### src/rtl/pipeline_hazard_ctrl.sv
// Stall/flush sequencer for the 5-stage pipeline: memory wait > branch flush > load-use stall.
// Optional performance counters are built only when PIPE_PERF_CNT_EN is defined.
module pipeline_hazard_ctrl #(
  parameter int MEM_LAT_MAX = 15,
  parameter int CNT_W       = 32
) (
  input  logic             clk,
  input  logic             rst,
  input  logic [4:0]       id_rs1,
  input  logic [4:0]       id_rs2,
  input  logic             id_uses_rs2,
  input  logic             ex_memread,
  input  logic [4:0]       ex_rd,
  input  logic             ex_branch_taken,
  input  logic             mem_access,
  input  logic             dmem_ack,
  output logic             pc_en,
  output logic             ifid_en,
  output logic             ifid_flush,
  output logic             idex_en,
  output logic             idex_flush,
  output logic             exmem_en,
  output logic             memwb_flush,
  output logic             dmem_timeout,
  output logic [1:0]       state_o,
  output logic [CNT_W-1:0] stall_cnt,
  output logic [CNT_W-1:0] flush_cnt,
  output logic [CNT_W-1:0] wait_cnt
);

  localparam logic [1:0] RUN      = 2'b00;
  localparam logic [1:0] LD_STALL = 2'b01;
  localparam logic [1:0] MEM_WAIT = 2'b10;
  localparam logic [7:0] LAT_MAX  = 8'(MEM_LAT_MAX);

  logic [1:0] state, state_nxt;
  logic [7:0] wait_q, wait_nxt;
  logic       timeout_q;
  logic       hazard_lu, lu_en, freeze;

  assign hazard_lu = ex_memread & (ex_rd != 5'd0) &
                     ((ex_rd == id_rs1) | (id_uses_rs2 & (ex_rd == id_rs2)));

  // In MEM_WAIT only the ack releases the freeze; LD_STALL masks load-use so each load-use costs one bubble.
  assign freeze = (state == MEM_WAIT) ? ~dmem_ack : (mem_access & ~dmem_ack);
  assign lu_en  = hazard_lu & (state != LD_STALL);

  always_comb begin
    pc_en       = 1'b1;
    ifid_en     = 1'b1;
    ifid_flush  = 1'b0;
    idex_en     = 1'b1;
    idex_flush  = 1'b0;
    exmem_en    = 1'b1;
    memwb_flush = 1'b0;
    state_nxt   = RUN;
    if (freeze) begin
      pc_en       = 1'b0;
      ifid_en     = 1'b0;
      idex_en     = 1'b0;
      exmem_en    = 1'b0;
      memwb_flush = 1'b1;
      state_nxt   = MEM_WAIT;
    end else if (ex_branch_taken) begin
      ifid_flush = 1'b1;
      idex_flush = 1'b1;
    end else if (lu_en) begin
      pc_en      = 1'b0;
      ifid_en    = 1'b0;
      idex_flush = 1'b1;
      state_nxt  = LD_STALL;
    end
    if (rst) begin
      pc_en       = 1'b0;
      ifid_en     = 1'b0;
      ifid_flush  = 1'b1;
      idex_en     = 1'b0;
      idex_flush  = 1'b1;
      exmem_en    = 1'b0;
      memwb_flush = 1'b1;
    end
  end

  always_comb begin
    wait_nxt = wait_q;
    if (freeze) begin
      if (state != MEM_WAIT) wait_nxt = 8'd1;
      else if (wait_q != 8'hFF) wait_nxt = wait_q + 8'd1;
    end
  end

  always_ff @(posedge clk or posedge rst) begin
    if (rst) begin
      state     <= RUN;
      wait_q    <= 8'd0;
      timeout_q <= 1'b0;
    end else begin
      state  <= state_nxt;
      wait_q <= wait_nxt;
      if (freeze && (wait_nxt >= LAT_MAX)) timeout_q <= 1'b1;
    end
  end

  assign state_o      = state;
  assign dmem_timeout = timeout_q;

`ifdef PIPE_PERF_CNT_EN
  localparam logic [CNT_W-1:0] CNT_MAX = {CNT_W{1'b1}};

  logic [CNT_W-1:0] stall_q, flush_q, waitc_q;

  // The entry cycle of a memory wait is frozen too, so it counts as wait rather than load-use stall.
  always_ff @(posedge clk or posedge rst) begin
    if (rst) begin
      stall_q <= '0;
      flush_q <= '0;
      waitc_q <= '0;
    end else begin
      if (!pc_en && !freeze && stall_q != CNT_MAX) stall_q <= stall_q + 1'b1;
      if (freeze && waitc_q != CNT_MAX) waitc_q <= waitc_q + 1'b1;
      if (ifid_flush && flush_q != CNT_MAX) flush_q <= flush_q + 1'b1;
    end
  end

  assign stall_cnt = stall_q;
  assign flush_cnt = flush_q;
  assign wait_cnt  = waitc_q;
`else
  assign stall_cnt = '0;
  assign flush_cnt = '0;
  assign wait_cnt  = '0;
`endif

endmodule

### config.mk
export PLATFORM = sky130hd
export DESIGN_NAME = pipeline_hazard_ctrl
export DESIGN_NICKNAME = d
export VERILOG_FILES = /design/src/rtl/pipeline_hazard_ctrl.sv
export SDC_FILE = /design/constraint.sdc
export NUM_CORES = 1
export LEC_CHECK = 0
export CAP_MARGIN = 20
export CORE_MARGIN = 2
export CORE_UTILIZATION = 35
export CTS_CLUSTER_DIAMETER = 30
export DETAILED_ROUTE_END_ITERATION = 12
export GPL_ROUTABILITY_DRIVEN = 0
export HOLD_SLACK_MARGIN = 0.03
export PLACE_DENSITY = 0.86
export SYNTH_ARGS = -nofsm -noshare
export SYNTH_HDL_FRONTEND = slang
export SYNTH_SLANG_ARGS = --single-unit
### constraint.sdc
create_clock -name clk -period 4.3 [get_ports clk]
set_input_delay 0.86 -clock clk [delete_from_list [all_inputs] [get_ports clk]]
set_output_delay 0.86 -clock clk [all_outputs]
set_load 0.01 [all_outputs]
==> summary.md, run 1 <==
| Metric | Value |
|---|---|
| Status | complete, no violations |
| Hold path depth | 1 |
| VDD IR max | 90.3 uV |
| CTS tree | yes |
| Critical Path Fanout Max | 3 |
| Crit path max-delay family | buffers and inverters |
| Mapped Avg Cell Area | 8.13 sq um |
| DRT Wirelength | 2480 um |
| Area of the core | 0.00429 sq mm |
| Vias in the first global route | 761 |
| Clock sink total | 11 |
| Cts hold-fix bufs | 0 |
| GRT met2 Usage | 14.6% |
| Buffers & Inverters on Critical Path | 2 |
| Max-Cap Viols | 0 |
| CP Data Required Time | 3.44 ns |
| Placed Cells | 269 |
| Critical Path Start Type | input port |
| Initial Utilization | 35.8% |
| Non-Filler Instances | 273 |
| Cells after Synth | 189 |
| Slowest stage delay, CP | 0.55 ns |
| Flops & latches, synth | 11 |
| Hold WS | 0.490 ns |
| Die Width | 70.3 um |
| TritonRoute pass-1 iters | 4 |
| Worst reg2reg path depth | 7 |
| Post-synth EDFFs | 0 |
| RSZ-0062 raised after global routing | false |
| Leak | 0.798 nW |
| # IOs | 128 |
| Post-CTS Setup Bufs | 0 |
| Area delta synth->final | 2.85% |
| Drt wl/cell | 9.08 um |
| Total CTS buffers | 3 |
| Crit path cell chain | clkdlybuf4s50_1 -> or4_1 -> o2111ai_1 -> nor2_1 -> nor2_1 -> clkdlybuf4s50_1 |
| PostCTS Resize Cnt | 0 |
| Synthesis Warnings | 0 |
| PD cells | 262 mW/mm^2 |
| Number of remaining DRC errors | 0 |
| Slowest-stage cell, CP | clkdlybuf4s50_1 |
| Reg clk slew, reported paths | 0.05 ns |
| Endpoint class of the critical path | primary output |
| Final Setup Violations | 0 |
| Worst Min Path Start | dmem_timeout$_DFFE_PP0P_ |
| R2r endpoint | dmem_timeout$_DFFE_PP0P_ |
| Drt initial violations | 41 |
| Fmax | 0.268 GHz |
| GR Util met3 | 3.46% |
| Slew Viols, Final | 0 |
| Cell row count | 24 |
| Clock tree root buffer cell | clkbuf_8 |
| Vias/cell | 3.80 |
| Maximum root-to-sink buffer count | 2 |
| Antenna Nets Post-Route | 0 |
| Die height | 70.3 um |
| # diodes | 0 |
| GRT Util Overall | 9.04% |
| Minimum clock period | 3.74 ns |
| First-pass GRT wire length | 3510 um |
| WP data arrival | 2.88 ns |
| Crit path kind | input port to primary output |
| Port buffer count | 31 |
| Largest net degree at the start of global routing | 15 |
| Seq/Total Area, Yosys | 17.9% |
| Antenna violations before repair | 0 |
| WP depth | 6 |
| Post-synth ARST share | 100% |
| Gr busiest metal | met2 |
| Worst skew pair latency | 0.24 ns |
| Layout Utilization | 36.8% |
| GRT Residual Overflow | 0 |
| Via count | 1037 |
| HP Class | flop to flop |
| Mapped cell area | 0.00154 sq mm |
| Netlist cell types | 39 |
| R2r startpoint | wait_q[0]$_DFF_PP0_ |
| Final nets | 245 |
| Period utilisation layout | 86.9% |
| Setup TNS | 0 ns |
| Die area | 0.00494 sq mm |
| Fin area | 0.00158 sq mm |
| Layout cells sized above 1 | 4.98% |
| WHS Endpoint | dmem_timeout$_DFFE_PP0P_ |
| Final hold vios | 0 |
| Most used DFF post-synth | dfrtp_1 |
| Final Skew | 0.00314 ns |
| DP Area | 0.00154 sq mm |
| H-tree depth | 1 |
| Met1 Use GR | 10.9% |
| Flop2flop setup slack | 2.11 ns |
| Placed wire-length estimate | 2030 um |
cells in the final DEF, fill, tap and decap left out, types with 2 or more instances in the layout:
master / count
a21oi_1: 4
a31oi_1: 2
and3_2: 2
clkbuf_8: 3
clkdlybuf4s50_1: 31
conb_1: 96
dfrtp_1: 11
inv_1: 4
nand2_1: 11
nand2b_1: 2
nand3_1: 6
nand4_1: 2
nor2_1: 6
nor3_1: 3
o21ai_0: 2
xnor2_1: 11
report_power, final:
part	switching, W	internal [W]	leakage (nW)	total, W
Sequential	0.0000221	0.000121	0.146	0.000144
Combinational	0.0000941	0.0000710	0.629	0.000165
Clock	0.0000404	0.0000653	0.0228	0.000106
worst register-to-register path, cell delays in order, from the launching register on:
cell and delay, ns:
dfrtp_1 0.41, ha_1 0.28, and3_2 0.26, nand3_1 0.19, o21ai_0 0.12, a22o_1 0.21, o31a_1 0.28, a311o_1 0.31
per-layer routing:
metal	vias up	wire length, um
li1	493	-
met1	469	954
met2	73	1260
met3	2	246
met4	0	17
met5	-	0
metrics by stage:
step / power (W) / worst slack, ns
after floorplan: 0.000315 / 1.44
after global placement: 0.000304 / 0.606
after detailed placement: 0.000308 / 0.564
after CTS: 0.000416 / 0.562
after global routing: 0.000444 / 0.511
final: 0.000414 / 0.565
sequential cells by signal, indices dropped and copies added, names as in the netlist:
| signal | count |
|---|---|
| wait_q | 8 |
| state_o | 2 |
| dmem_timeout | 1 |
worst max-delay path by stage:
stage / end / startpoint / slack (ns)
final: pc_en / ex_rd[2] / 0.56
after global routing: pc_en / ex_rd[2] / 0.51
after CTS: pc_en / ex_rd[1] / 0.56
after detailed placement: pc_en / ex_rd[1] / 0.56
after global placement: pc_en / ex_rd[1] / 0.61
after floorplan: pc_en / ex_rd[1] / 1.44
cell families after synthesis:
group / synth area share (%)
buffers and inverters: 49.4
AND/OR/NAND/NOR: 15.2
XOR/XNOR: 6.84
AO/OA/AOI/OAI: 8.88
adder cells (fa/ha/maj): 0.814
multiplexers: 0.651
other: 0.244
flip-flops: 17.9
cell type report:
class | count | area [sq um]
Clock buffer | 4 | 45.0
Fill cell | 440 | 2710
Inverter | 5 | 18.8
Multi-Input combinational cell | 169 | 858
Sequential cell | 11 | 275
Tap cell | 52 | 65.1
Timing Repair Buffer | 32 | 318
synthesized netlist by cell type (all sizes together), types with 2 or more instances:
cell    count  area (sq um)
buf        99           741
dfrtp      11           275
nand2      11          41.3
xnor2      11          96.3
nand3       6          30.0
nor2        6          22.5
inv         5          18.8
a21oi       4          20.0
and3        3          21.3
nor3        3          15.0
a31oi       2          12.5
nand2b      2          12.5
nand4       2          12.5
nor2b       2          15.0
nor3b       2          31.3
o21ai       2          10.0
(Power assumes the default switching activity.)
==> run 2, diff against run 1 <==
--- a/config.mk
+++ b/config.mk
@@ -7,12 +7,12 @@
 export LEC_CHECK = 0
 export CAP_MARGIN = 20
 export CORE_MARGIN = 2
-export CORE_UTILIZATION = 35
+export CORE_UTILIZATION = 33
 export CTS_CLUSTER_DIAMETER = 30
 export DETAILED_ROUTE_END_ITERATION = 12
 export GPL_ROUTABILITY_DRIVEN = 0
 export HOLD_SLACK_MARGIN = 0.03
-export PLACE_DENSITY = 0.86
+export PLACE_DENSITY = 0.82
 export SYNTH_ARGS = -nofsm -noshare
 export SYNTH_HDL_FRONTEND = slang
 export SYNTH_SLANG_ARGS = --single-unit
==> constraint.sdc (replaced) <==
create_clock -name clk -period 4 [get_ports clk]
set_input_delay 0.8 -clock clk [delete_from_list [all_inputs] [get_ports clk]]
set_output_delay 0.8 -clock clk [all_outputs]
set_load 0.01 [all_outputs]
==> run 2 against run 1 <==
Compared with the run above:
- total power rose by 7.3%
- cell count did not move
- flip-flop and latch count did not move
- clock skew barely moved
- global-route usage rose by 0.26 points
- register-to-register slack got worse by 0.26 ns
- critical path type unchanged
- critical endpoint unchanged
- highest routed layer unchanged
==> summary.md, run 2 (same netlist as run 1, synthesis figures left out) <==
| Metric | Value |
|---|---|
| Critical Path Fanout Max | 3 (unchanged) |
| Crit path kind | input port to primary output (unchanged) |
| Vias in the first global route | 861 (was 761) |
| Post-CTS Setup Bufs | 0 (unchanged) |
| Status | complete, no violations (unchanged) |
| Gr busiest metal | met2 (unchanged) |
| Top reg by flops | wait_q (unchanged) |
| Final hold vios | 0 (unchanged) |
| H-tree depth | 1 (unchanged) |
| Die Width | 72.2 um (was 70.3 um) |
| Total CTS buffers | 3 (unchanged) |
| DRT Wirelength | 2520 um (was 2480 um) |
| Antenna Nets Post-Route | 0 (unchanged) |
| Area delta synth->final | 2.85% (unchanged) |
| Commonest cells after routing, fill and taps aside | conb_1 (96), clkdlybuf4s50_1 (31), xnor2_1 (11), nand2_1 (11), dfrtp_1 (11) (unchanged) |
| Via count | 1054 (was 1037) |
| Layout cells sized above 1 | 4.98% (unchanged) |
| PD cells | 281 mW/mm^2 (was 262 mW/mm^2) |
| Cell row count | 24 (unchanged) |
| Vias/cell | 3.86 (was 3.80) |
| HP Class | flop to flop (unchanged) |
| Minimum clock period | 3.61 ns |
| CP Data Required Time | 3.20 ns (was 3.44 ns) |
| Port buffer count | 31 (unchanged) |
| Maximum root-to-sink buffer count | 2 (unchanged) |
| Met1 Use GR | 9.03% (was 10.9%) |
| Layout Utilization | 35.8% (was 36.8%) |
| Reg clk slew, reported paths | 0.05 ns (about the same) |
| Max-Cap Viols | 0 (unchanged) |
| TritonRoute pass-1 iters | 4 (unchanged) |
| Slowest stage delay, CP | 0.56 ns (was 0.55 ns) |
| PostCTS Resize Cnt | 0 (unchanged) |
| Power consumption | 0.000444 W (was 0.000414 W) |
| Clock share of power | 24.8% (was 25.5%) |
| Drt wl/cell | 9.22 um (was 9.08 um) |
| Area of the core | 0.00441 sq mm (was 0.00429 sq mm) |
| Initial Utilization | 34.8% (was 35.8%) |
| Final Skew | 0.00339 ns (was 0.00314 ns) |
| VDD IR max | 100 uV (was 90.3 uV) |
| Seq pwr share | 34.9% (was 34.6%) |
| Crit path cell chain | clkdlybuf4s50_1 -> or4_1 -> o2111ai_1 -> nor2_1 -> nor2_1 -> clkdlybuf4s50_1 (unchanged) |
| Psw | 0.000168 W (was 0.000157 W) |
| Setup TNS | 0 ns (unchanged) |
| Comb pwr share | 40.3% (was 39.9%) |
| Clock sink total | 11 (unchanged) |
| RSZ-0062 raised after global routing | false (unchanged) |
| Drt initial violations | 16 (was 41) |
| Number of remaining DRC errors | 0 (unchanged) |
| Max reg flops | 8 (unchanged) |
| Internal | 0.000277 W (was 0.000258 W) |
| GRT met2 Usage | 16.4% (was 14.6%) |
| WP data arrival | 2.81 ns (was 2.88 ns) |
| Worst skew pair latency | 0.24 ns (about the same) |
| Clock tree root buffer cell | clkbuf_8 (unchanged) |
| First-pass GRT wire length | 3720 um (was 3510 um) |
| Slowest-stage cell, CP | clkdlybuf4s50_1 (unchanged) |
| Endpoint class of the critical path | primary output (unchanged) |
| Die height | 72.2 um (was 70.3 um) |
| Slew Viols, Final | 0 (unchanged) |
| Placed wire-length estimate | 2180 um (was 2030 um) |
| # IOs | 128 (unchanged) |
| Fmax | 0.277 GHz |
| # diodes | 0 (unchanged) |
| Die area | 0.00522 sq mm (was 0.00494 sq mm) |
| Final nets | 245 (unchanged) |
| Cts hold-fix bufs | 0 (unchanged) |
| Largest net degree at the start of global routing | 15 (unchanged) |
| Antenna violations before repair | 0 (unchanged) |
| CTS tree | yes (unchanged) |
| GRT Util Overall | 9.30% (was 9.04%) |
| GR Util met3 | 3.89% (was 3.46%) |
| Leak | 0.798 nW (unchanged) |
| Final Setup Violations | 0 (unchanged) |
| Most common cell after layout, fill and taps aside | conb_1 (unchanged) |
| Critical Path Start Type | input port (unchanged) |
| GRT Residual Overflow | 0 (unchanged) |
| Period utilisation layout | 90.3% |
| Switching share of power | 37.7% (was 37.8%) |
-- run 2: power groups by stage --
stage	Clock (W)	Combinational, W	Sequential, W
global route	0.000122	0.000200	0.000160
detailed placement	0	0.000178	0.000156
floorplan	0	0.000186	0.000153
finish	0.000110	0.000179	0.000155
global placement	0	0.000173	0.000155
CTS	0.000114	0.000179	0.000155
-- run 2: metrics by stage --
stage                     hold slack [ns]  instance area [sq um]  setup WS (ns)  std cells
after floorplan                     0.518                   1890           1.26        284
after global placement              0.475                   1540          0.382        269
after detailed placement            0.479                   1540          0.368        269
after CTS                           0.504                   1580          0.362        273
after global routing                0.550                   1580          0.286        273
final                               0.503                   1580          0.387        273
-- run 2: layout make-up --
class                   count  area, sq um
fillers                   447         2830
multi-input cells         169          858
repair buffers             32          318
flip-flops and latches     11          275
well taps                  52         65.1
clock buffers               4         45.0
inverters                   5         18.8
-- run 2: worst max-delay path, delay by kind of cell --
| kind | cells | cell delay, ns |
|---|---|---|
| compound gates | 1 | 0.21 |
| simple gates | 3 | 0.77 |
| buf+inv | 2 | 1.03 |
-- run 2: final timing paths --
path,start,end,slack (ns),cells after the start
min in group asynchronous,rst,wait_q[4]$_DFF_PP0_,0.86,3
worst max-delay path,ex_rd[1],pc_en,0.39,6
worst max register to register,wait_q[0]$_DFF_PP0_,dmem_timeout$_DFFE_PP0P_,1.85,7
worst min register to register,dmem_timeout$_DFFE_PP0P_,dmem_timeout$_DFFE_PP0P_,0.50,1
worst min-delay path,dmem_timeout$_DFFE_PP0P_,dmem_timeout$_DFFE_PP0P_,0.50,1
max in group asynchronous,rst,wait_q[0]$_DFF_PP0_,2.98,3
-- run 2: layer usage --
layer	part of all wire [%]	wire length (um)	up-vias
met4	3.2	81	0
li1	-	-	494
met3	13	335	9
met2	50	1270	79
met5	0	0	-
met1	33	831	472
